$ cat src/rtl/stack_port_pkg.sv
// stack_port_pkg: shared definitions for the Forth core stack access engine.
//   - op_e     : stack operation encoding carried on i_OP
//   - REG_*    : register-file indices for the pointer write-back
//   - state_e  : sequencer states of stack_port
//   - helpers  : op decoding used by the engine and the bounds checker
package stack_port_pkg;

    typedef enum logic [1:0] {
        OP_PUSH_PS = 2'b00,
        OP_POP_PS  = 2'b01,
        OP_PUSH_RS = 2'b10,
        OP_POP_RS  = 2'b11
    } op_e;

    localparam logic [3:0] REG_PC  = 4'd0;
    localparam logic [3:0] REG_PSP = 4'd1;
    localparam logic [3:0] REG_RSP = 4'd2;
    localparam logic [3:0] REG_OFR = 4'd3;

    typedef enum logic [2:0] {
        IDLE  = 3'd0,
        CHECK = 3'd1,
        MEM   = 3'd2,
        WB    = 3'd3,
        DONE  = 3'd4
    } state_e;

    // True for the two push encodings.
    function automatic logic op_is_push(input op_e op);
        return (op == OP_PUSH_PS) || (op == OP_PUSH_RS);
    endfunction

    // True when the operation targets the return stack.
    function automatic logic op_is_rs(input op_e op);
        return (op == OP_PUSH_RS) || (op == OP_POP_RS);
    endfunction

    // Register-file index of the pointer an operation updates.
    function automatic logic [3:0] op_reg(input op_e op);
        return op_is_rs(op) ? REG_RSP : REG_PSP;
    endfunction

endpackage

$ cat src/rtl/stack_bounds_check.sv
// stack_bounds_check: combinational address / new-pointer / fault computation
// for one stack operation.
//
// Configuration macro: STACK_PORT_BOUNDS_EN
//   defined   : overflow/underflow detection, fault_o port present
//   undefined : plain 16-bit wrap arithmetic, no fault_o port
//
// Ports:
//   op_i       in  op_e  latched stack operation
//   ptr_i      in  16    latched stack pointer (next free slot)
//   addr_o     out 16    memory address to access (P for push, P-1 for pop)
//   new_ptr_o  out 16    pointer after the operation (P+1 / P-1)
//   fault_o    out 1     overflow/underflow (only with STACK_PORT_BOUNDS_EN)
module stack_bounds_check
    import stack_port_pkg::*;
#(
    parameter logic [15:0] PS_BASE = 16'd16,
    parameter logic [15:0] RS_BASE = 16'd48,
    parameter logic [15:0] RS_TOP  = 16'd56
) (
    input  op_e         op_i,
    input  logic [15:0] ptr_i,
    output logic [15:0] addr_o,
    output logic [15:0] new_ptr_o
`ifdef STACK_PORT_BOUNDS_EN
    ,
    output logic        fault_o
`endif
);

    // The return stack sits directly above the parameter stack; the limits
    // only make sense when the three bounds are strictly ordered.
    if (!((PS_BASE < RS_BASE) && (RS_BASE < RS_TOP))) begin : g_bad_params
        $error("stack_bounds_check: PS_BASE < RS_BASE < RS_TOP is required");
    end

    // Address and updated pointer; both wrap modulo 2^16.
    always_comb begin
        addr_o    = ptr_i;
        new_ptr_o = ptr_i;
        if (op_is_push(op_i)) begin
            addr_o    = ptr_i;
            new_ptr_o = ptr_i + 16'd1;
        end else begin
            addr_o    = ptr_i - 16'd1;
            new_ptr_o = ptr_i - 16'd1;
        end
    end

`ifdef STACK_PORT_BOUNDS_EN
    // Overflow when the slot to write is at or beyond the stack limit,
    // underflow when the stack is already at its empty value.
    always_comb begin
        fault_o = 1'b0;
        case (op_i)
            OP_PUSH_PS: fault_o = (ptr_i >= RS_BASE);
            OP_POP_PS:  fault_o = (ptr_i <= PS_BASE);
            OP_PUSH_RS: fault_o = (ptr_i >= RS_TOP);
            OP_POP_RS:  fault_o = (ptr_i <= RS_BASE);
            default:    fault_o = 1'b0;
        endcase
    end
`endif

endmodule

$ cat src/rtl/stack_port.sv
// stack_port: multi-cycle push/pop engine for the Forth core parameter stack
// (PSP, register 1) and return stack (RSP, register 2).
//
// Sequence: IDLE -(accept)-> CHECK -> MEM (req/ack) -> WB -> IDLE.
// With STACK_PORT_BOUNDS_EN defined, CHECK may instead go to DONE, which
// reports a fault without touching memory or the register file.
//
// Configuration macro: STACK_PORT_BOUNDS_EN (bounds checking and o_FAULT).
//
// Ports:
//   c_CLOCK     in  1   system clock, rising edge
//   c_RESETn    in  1   asynchronous active-low reset
//   i_REQ       in  1   operation request (ignored while busy)
//   i_OP        in  2   00 push PS, 01 pop PS, 10 push RS, 11 pop RS
//   i_PUSHDATA  in  16  data to push
//   i_PSP       in  16  current PSP from the register file
//   i_RSP       in  16  current RSP from the register file
//   o_BUSY      out 1   acceptance .. completion cycle inclusive
//   o_DONE      out 1   one-cycle completion pulse
//   o_FAULT     out 1   qualifies o_DONE: overflow/underflow, op aborted
//   o_POPDATA   out 16  last popped word
//   o_WADDR     out 4   register-file write address
//   o_WDATA     out 16  new pointer value
//   o_WRITE     out 1   register-file write strobe
//   o_MREQ      out 1   memory request
//   o_MWE       out 1   memory write enable (valid with o_MREQ)
//   o_MADDR     out 16  memory address
//   o_MDATA     out 16  memory write data
//   i_MACK      in  1   memory acknowledge, read data valid same cycle
//   i_MDATA     in  16  memory read data
module stack_port
    import stack_port_pkg::*;
#(
    parameter logic [15:0] PS_BASE = 16'd16,
    parameter logic [15:0] RS_BASE = 16'd48,
    parameter logic [15:0] RS_TOP  = 16'd56
) (
    input  logic        c_CLOCK,
    input  logic        c_RESETn,
    input  logic        i_REQ,
    input  logic [1:0]  i_OP,
    input  logic [15:0] i_PUSHDATA,
    input  logic [15:0] i_PSP,
    input  logic [15:0] i_RSP,
    output logic        o_BUSY,
    output logic        o_DONE,
    output logic        o_FAULT,
    output logic [15:0] o_POPDATA,
    output logic [3:0]  o_WADDR,
    output logic [15:0] o_WDATA,
    output logic        o_WRITE,
    output logic        o_MREQ,
    output logic        o_MWE,
    output logic [15:0] o_MADDR,
    output logic [15:0] o_MDATA,
    input  logic        i_MACK,
    input  logic [15:0] i_MDATA
);

    state_e      state_q, state_d;
    op_e         op_q, op_d;
    logic [15:0] data_q, data_d;
    logic [15:0] ptr_q, ptr_d;
    logic [15:0] popdata_q, popdata_d;

    logic        busy_q, busy_d;
    logic        done_q, done_d;
    logic        write_q, write_d;
    logic [3:0]  waddr_q, waddr_d;
    logic [15:0] wdata_q, wdata_d;
    logic        mreq_q, mreq_d;
    logic        mwe_q, mwe_d;
    logic [15:0] maddr_q, maddr_d;
    logic [15:0] mdata_q, mdata_d;

    logic [15:0] addr_s;
    logic [15:0] new_ptr_s;

`ifdef STACK_PORT_BOUNDS_EN
    logic        fault_s;
    logic        fault_q, fault_d;
`endif

    // The checker works on the latched op/pointer, so its results are
    // stable from CHECK through WB.
    stack_bounds_check #(
        .PS_BASE (PS_BASE),
        .RS_BASE (RS_BASE),
        .RS_TOP  (RS_TOP)
    ) u_bounds (
        .op_i      (op_q),
        .ptr_i     (ptr_q),
        .addr_o    (addr_s),
        .new_ptr_o (new_ptr_s)
`ifdef STACK_PORT_BOUNDS_EN
        ,
        .fault_o   (fault_s)
`endif
    );

    // Next-state, operand latching and next values of the registered outputs.
    always_comb begin
        state_d   = state_q;
        op_d      = op_q;
        data_d    = data_q;
        ptr_d     = ptr_q;
        popdata_d = popdata_q;

        case (state_q)
            IDLE: begin
                if (i_REQ) begin
                    state_d = CHECK;
                    op_d    = op_e'(i_OP);
                    data_d  = i_PUSHDATA;
                    ptr_d   = op_is_rs(op_e'(i_OP)) ? i_RSP : i_PSP;
                end else begin
                    state_d = IDLE;
                end
            end
            CHECK: begin
`ifdef STACK_PORT_BOUNDS_EN
                if (fault_s) begin
                    state_d = DONE;
                end else begin
                    state_d = MEM;
                end
`else
                state_d = MEM;
`endif
            end
            MEM: begin
                if (i_MACK) begin
                    state_d = WB;
                    if (!op_is_push(op_q)) begin
                        popdata_d = i_MDATA;
                    end else begin
                        popdata_d = popdata_q;
                    end
                end else begin
                    state_d = MEM;
                end
            end
            WB: begin
                state_d = IDLE;
            end
`ifdef STACK_PORT_BOUNDS_EN
            DONE: begin
                state_d = IDLE;
            end
`endif
            default: begin
                state_d = IDLE;
            end
        endcase

        // Outputs are decoded from the state being entered so that they
        // come straight out of flops and clear asynchronously on reset.
        busy_d  = (state_d != IDLE);
        mreq_d  = (state_d == MEM);
        mwe_d   = mreq_d & op_is_push(op_q);
        maddr_d = mreq_d ? addr_s : 16'd0;
        mdata_d = mreq_d ? data_q : 16'd0;
        write_d = (state_d == WB);
        waddr_d = write_d ? op_reg(op_q) : 4'd0;
        wdata_d = write_d ? new_ptr_s : 16'd0;
`ifdef STACK_PORT_BOUNDS_EN
        done_d  = (state_d == WB) | (state_d == DONE);
        fault_d = (state_d == DONE);
`else
        done_d  = (state_d == WB);
`endif
    end

    // State, operand and output registers.
    always_ff @(posedge c_CLOCK or negedge c_RESETn) begin
        if (!c_RESETn) begin
            state_q   <= IDLE;
            op_q      <= OP_PUSH_PS;
            data_q    <= 16'd0;
            ptr_q     <= 16'd0;
            popdata_q <= 16'd0;
            busy_q    <= 1'b0;
            done_q    <= 1'b0;
            write_q   <= 1'b0;
            waddr_q   <= 4'd0;
            wdata_q   <= 16'd0;
            mreq_q    <= 1'b0;
            mwe_q     <= 1'b0;
            maddr_q   <= 16'd0;
            mdata_q   <= 16'd0;
`ifdef STACK_PORT_BOUNDS_EN
            fault_q   <= 1'b0;
`endif
        end else begin
            state_q   <= state_d;
            op_q      <= op_d;
            data_q    <= data_d;
            ptr_q     <= ptr_d;
            popdata_q <= popdata_d;
            busy_q    <= busy_d;
            done_q    <= done_d;
            write_q   <= write_d;
            waddr_q   <= waddr_d;
            wdata_q   <= wdata_d;
            mreq_q    <= mreq_d;
            mwe_q     <= mwe_d;
            maddr_q   <= maddr_d;
            mdata_q   <= mdata_d;
`ifdef STACK_PORT_BOUNDS_EN
            fault_q   <= fault_d;
`endif
        end
    end

    assign o_BUSY    = busy_q;
    assign o_DONE    = done_q;
    assign o_POPDATA = popdata_q;
    assign o_WADDR   = waddr_q;
    assign o_WDATA   = wdata_q;
    assign o_WRITE   = write_q;
    assign o_MREQ    = mreq_q;
    assign o_MWE     = mwe_q;
    assign o_MADDR   = maddr_q;
    assign o_MDATA   = mdata_q;
`ifdef STACK_PORT_BOUNDS_EN
    assign o_FAULT   = fault_q;
`else
    assign o_FAULT   = 1'b0;
`endif

endmodule

$ cat config.mk
export PLATFORM = sky130hd
export DESIGN_NAME = stack_port
export DESIGN_NICKNAME = d
export VERILOG_FILES = /design/src/rtl/stack_port_pkg.sv /design/src/rtl/stack_bounds_check.sv /design/src/rtl/stack_port.sv
export SDC_FILE = /design/constraint.sdc
export NUM_CORES = 1
export LEC_CHECK = 0
export BUFFER_PORTS_ARGS = -buffer_cell sky130_fd_sc_hd__buf_2
export CORE_UTILIZATION = 45
export DETAILED_ROUTE_END_ITERATION = 12
export GPL_TIMING_DRIVEN = 0
export PLACE_DENSITY = 0.72
export SLEW_MARGIN = 10
export SYNTH_ARGS = -nofsm -noshare
export SYNTH_HDL_FRONTEND = slang
export SYNTH_SLANG_ARGS = --single-unit
$ cat constraint.sdc
create_clock -name c_CLOCK -period 1.75 [get_ports c_CLOCK]
set_clock_uncertainty 0.15 [all_clocks]
set_input_delay 0.525 -clock c_CLOCK [delete_from_list [all_inputs] [get_ports c_CLOCK]]
set_output_delay 0.525 -clock c_CLOCK [all_outputs]
set_load 0.03 [all_outputs]
---- Word-level counts from Yosys, hierarchy flattened ----
Cells that the tools add are included.
storage, ports and cells
  register bits ........................... 107
  output and inout port bits .............. 74
operators by class
  add/sub/neg operators ................... 2
  equal/unequal tests ..................... 8
  multiplexer cells ....................... 11
  bitwise gates (word level) .............. 2
  reductions and logical operators ........ 8
operators by type and width
  cell                   number
  $mux 16                6
  $add 16x1->16 const B  1
  $sub 16x1->16 const B  1
  $eq 3x2->1 const B     3
  $pmux 3 s3             1
  $eq 2x2->1 const B     4
  $mux 2                 2
  $eq 3x1->1 const B     1
  $logic_not 3->1        1
  $logic_or 1x1->1       3
  $reduce_and 3->1       1
  $reduce_bool 3->1      1
  $logic_not 2->1        1
  $mux 1                 2
  $reduce_and 2->1       1
  $and 1x1->1            1
  $not 1->1              1

---- Depth between registers and ports, before layout ----
  word-level depth ........................ 4
  gate-level depth with buffers ........... 8
  mapped depth without buffers ............ 7

---- Hierarchy ----
A second synthesis with hierarchy kept.
second synthesis, totals
  cell total of the unflattened synthesis .. 436
  area total of the unflattened synthesis .. 4877.2 um^2
modules (own cells, without submodules)
  module              times used  cells each  area each (um^2)  sequential area each (um^2)
  stack_port          1           335         4161.5            2652.5
  stack_bounds_check  1           101         715.7             0.0

---- Least setup slack after synthesis ----
Ideal clock, no wire load.
  kind .................................... register to register
  start ................................... register state_q[0]
  end ..................................... register wdata_q[11] (netlist: o_WDATA[11])
  setup time .............................. 0.136 ns
  arrival time ............................ 1.624 ns
  data required time ...................... 1.464 ns
  setup slack ............................. -0.160 ns
  stages on the path, launching flop included .. 8
  buffers on the path ..................... 2
  clock period less this slack ............ 1.910 ns
  cells stage by stage .................... dfrtp_1 > inv_1 > ha_1 > a22oi_1 > or3_1 > clkbuf_1 > clkbuf_1 > nor3_1
between the ends
  cells in the longest elaborated chain, start to end .. 4
  elaborated cells on any way between the ends .. 6
RTL lines
  element                             RTL line           source
  from (decl)                         stack_port.sv:60   state_e state_q, state_d;
  from (signal assigned)              stack_port.sv:195  state_q <= state_d;
  $eq 3x2->1 (tied with other cells)  stack_port.sv:109  case (state_q)
  $pmux 3 s3 *                        stack_port.sv:109
  $eq 3x2->1 *                        stack_port.sv:163  write_d = (state_d == WB);
  $mux 16 *                           stack_port.sv:165  wdata_d = write_d ? new_ptr_s : 16'd0;
  named net wdata_d[11]               stack_port.sv:70   logic [15:0] wdata_q, wdata_d;
  to (signal assigned)                stack_port.sv:204  wdata_q <= wdata_d;
  to (decl)                           stack_port.sv:70
Mark *: on every way through the listed nets, which the timed path passes. The rest lies on a longest branch.
A chain may end at the register's enable or synchronous reset.

---- Worst setup path in the final report ----
  start ................................... register ptr_q[1]
  end ..................................... register wdata_q[13] (netlist: o_WDATA[13])
between the ends
  cells in the longest elaborated chain, start to end .. 3
  elaborated cells on any way between the ends .. 4
RTL lines
  element                                         RTL line                                            source
  from (decl)                                     stack_port.sv:63                                    logic [15:0] ptr_q, ptr_d;
  from (signal assigned)                          stack_port.sv:198                                   ptr_q <= ptr_d;
  $sub 16x1->16 or $add 16x1->16 (tied branches)  stack_bounds_check.sv:46, stack_bounds_check.sv:43
  $mux 16 *                                       stack_bounds_check.sv:41                            if (op_is_push(op_i)) begin
  $mux 16 *                                       stack_port.sv:165
  named net wdata_d[13]                           stack_port.sv:70
Marks and branches as above.

==> reports/metrics.cfg <==
[run_status]
outcome=finished, violations left
violations=negative setup slack

[global_routing]
grt.overflow.total=0
grt_pass1_vias=3669
antenna_found_initial=0
grt_usage=0.2054
grt_max_degree=57
grt_pass1_wl_um=17640

[routing]
vias=3692
wl_per_cell_um=15.76
postRouteAntennaNets=0
finalWirelength_um=11520
dr.pass1.iters=8
drt_iter0_drc=212
drt-vias-per-instance=5.051
drc=0

[placement]
place_congestion=0.8495
dp_slack_ns=-0.3833
placed_cells=679
hpwl_um=7520
port_buffers=139

[layout]
synthToLayoutAreaGrowth_pct=41.91
most-common-layout-cells=buf_2, dfrtp_1, buf_4, mux2_2, nand2_1
nNetsFinal=669
stdcell_count=731
mostFrequentLayoutCell=buf_2
antenna_cells=0
drive_gt1_frac=0.5782
postLayoutCoreUtil=0.6558

[synth]
syn_inst=401
synthArstFlopShare=1.000
yosysWarnings=0
synth_flop_cell=dfrtp_1
seq_area_frac_synth=0.5585
synth_edf_count=0
synth_area_um2=4750
ys_types=51
ys_seq_elements=106
avgSynthCellArea_um2=11.84

[power]
power.leakage_nw=3.242
worst_ir_drop_vdd_mv=0.7338
power_density_nw_per_um2=1956

[critical_path]
cp-end-kind=register
rr_worst_depth=4
slowest_delay_ns=0.55
path_class=register to register
arrival_ns=2.06
critical_path.max_fanout=3
crit_chain=or4_4, nor4_4, mux2i_1, o31ai_2
crit_path_start_kind=register
slowest_stage=or4_4
timing.rr.end=o_WDATA[13]
r2r_start=ptr_q[1]
critPathRequiredTime_ns=1.85
r2r_slack_ns=-0.21

[sta]
finalSetupViolations=43
fin_setup_tns_ns=-3.782
max_freq_mhz=509.2
fin_crit_ns=1.964
max_slew_margin=0.5616
rsz0062_at_grt=true
worst_pin_slew_ns=0.6575
whs_ns=0.04311
drv_slew=0
layout_setup_ws_ns=-0.2138
hold_viol=0
finalCritPeriodShare=1.122

[floorplanning]
io_pins=144
core_area_um2=10280
die_h_um=104.7
die_width_um=104.7
initial_core_util=0.4621
rows=37
die_area_um2=10970

[cts]
ctsLongestPathBuffers=2
clock_sinks=106
cts_buffers=9
root_buffer=clkbuf_8
ctsHoldBuffers=0
htreeDepth=3
insertion_delay_ns=0.37
cts_tree=done
clk_pin_slew_ns=0.09

[min_path]
hp-class=primary input to asynchronous set/reset pin

[job]
drv_cap=0

## per-layer routing
metal,GRT usage,share of wire,vias to the layer above
li1,-,-,1749
met4,0.1137,0.032,0
met5,0,0,-
met3,0.02932,0.043,31
met2,0.3463,0.51,130
met1,0.2543,0.41,1782
## critical path: cells and delay by family, from the launching register on
family | cells | cell delay, ns
DFF | 1 | 0.42
AOI/OAI and AO/OA | 1 | 0.11
muxes | 1 | 0.26
and+or+nand+nor | 2 | 0.91
## cell usage after synthesis (all sizes together) (2+ instances only)
master | number | area [µm²]
mux2i | 20 | 200.2
o22ai | 2 | 12.51
dfrtp | 106 | 2653
a211o | 2 | 18.77
or4 | 4 | 37.53
o21a | 5 | 37.54
a22oi | 2 | 15.01
xnor2 | 9 | 78.83
nor3 | 14 | 75.07
xor2 | 7 | 61.31
nand2b | 3 | 18.77
buf | 22 | 143.9
ha | 7 | 87.58
nand4 | 4 | 31.28
nand3 | 6 | 30.03
nor4 | 13 | 162.6
nand2 | 30 | 112.6
nand3b | 2 | 15.01
inv | 10 | 37.54
o21ai | 22 | 113.9
and2 | 18 | 112.6
a21oi | 3 | 15.01
nor2 | 26 | 97.59
mux2 | 34 | 382.9
clkbuf | 9 | 33.78
o31ai | 2 | 15.01
or3 | 7 | 48.80
## registers in the layout (all words and copies together) (netlist names), 16 cells and up
name and count:
data_q 16, o_MADDR 16, o_MDATA 16, o_POPDATA 16, o_WDATA 16, ptr_q 16
## repair_timing
action,4_1_cts,5_1_grt
gates cloned,1,1
endpoints found under the setup margin,80,82
buffers inserted,22,17
resized for setup,81,70
pin swaps,33,33
## per-stage QoR
| step | cell area [µm²] | total power [mW] |
|---|---|---|
| after CTS | 6380 | 12.16 |
| after floorplan | 4795 | 7.965 |
| after detailed placement | 5690 | 9.485 |
| after global routing | 6740 | 13.93 |
| after global placement | 5660 | 9.299 |
| final | 6740 | 13.19 |
## where the power goes
| part | leakage [nW] | switching [mW] | internal [mW] |
|---|---|---|---|
| clock | 0.0963 | 0.801 | 0.697 |
| combinational | 1.80 | 4.35 | 3.38 |
| sequential | 1.35 | 0.498 | 3.46 |
## cell families after synthesis
| logic type | Yosys count | synth area share |
|---|---|---|
| other | 1 | 0.0007895 |
| and+or+nand+nor | 134 | 0.1697 |
| AOI/OAI and AO/OA | 42 | 0.05506 |
| adders and majority gates | 7 | 0.01844 |
| muxes | 54 | 0.1228 |
| xor gates and xnor gates | 16 | 0.02951 |
| buffers and inverters | 41 | 0.04531 |
| DFF | 106 | 0.5585 |
## layout make-up
type,count,area [µm²]
fillers,781,3537
repair buffers,180,1095
flip-flops and latches,106,2656
clock buffers,11,141.4
clock inverters,3,47.55
plain buffers,29,266.5
multi-input cells,256,2306
well taps,136,170.2
inverters,10,57.56
## how the worst max path moves through the flow
stage | startpoint | cells past startpoint | endpoint | slack (ns)
after detailed placement | i_REQ | 6 | o_MDATA[13] | -0.38
after floorplan | ptr_q[1] | 4 | o_MADDR[13] | -0.04
after CTS | ptr_q[1] | 4 | o_WDATA[13] | -0.20
after global placement | c_RESETn | 1 | o_MDATA[5] | -1.04
final | ptr_q[1] | 4 | o_WDATA[13] | -0.21
after global routing | ptr_q[6] | 4 | o_WDATA[13] | -0.26
Power figures use the tool's default switching activity.
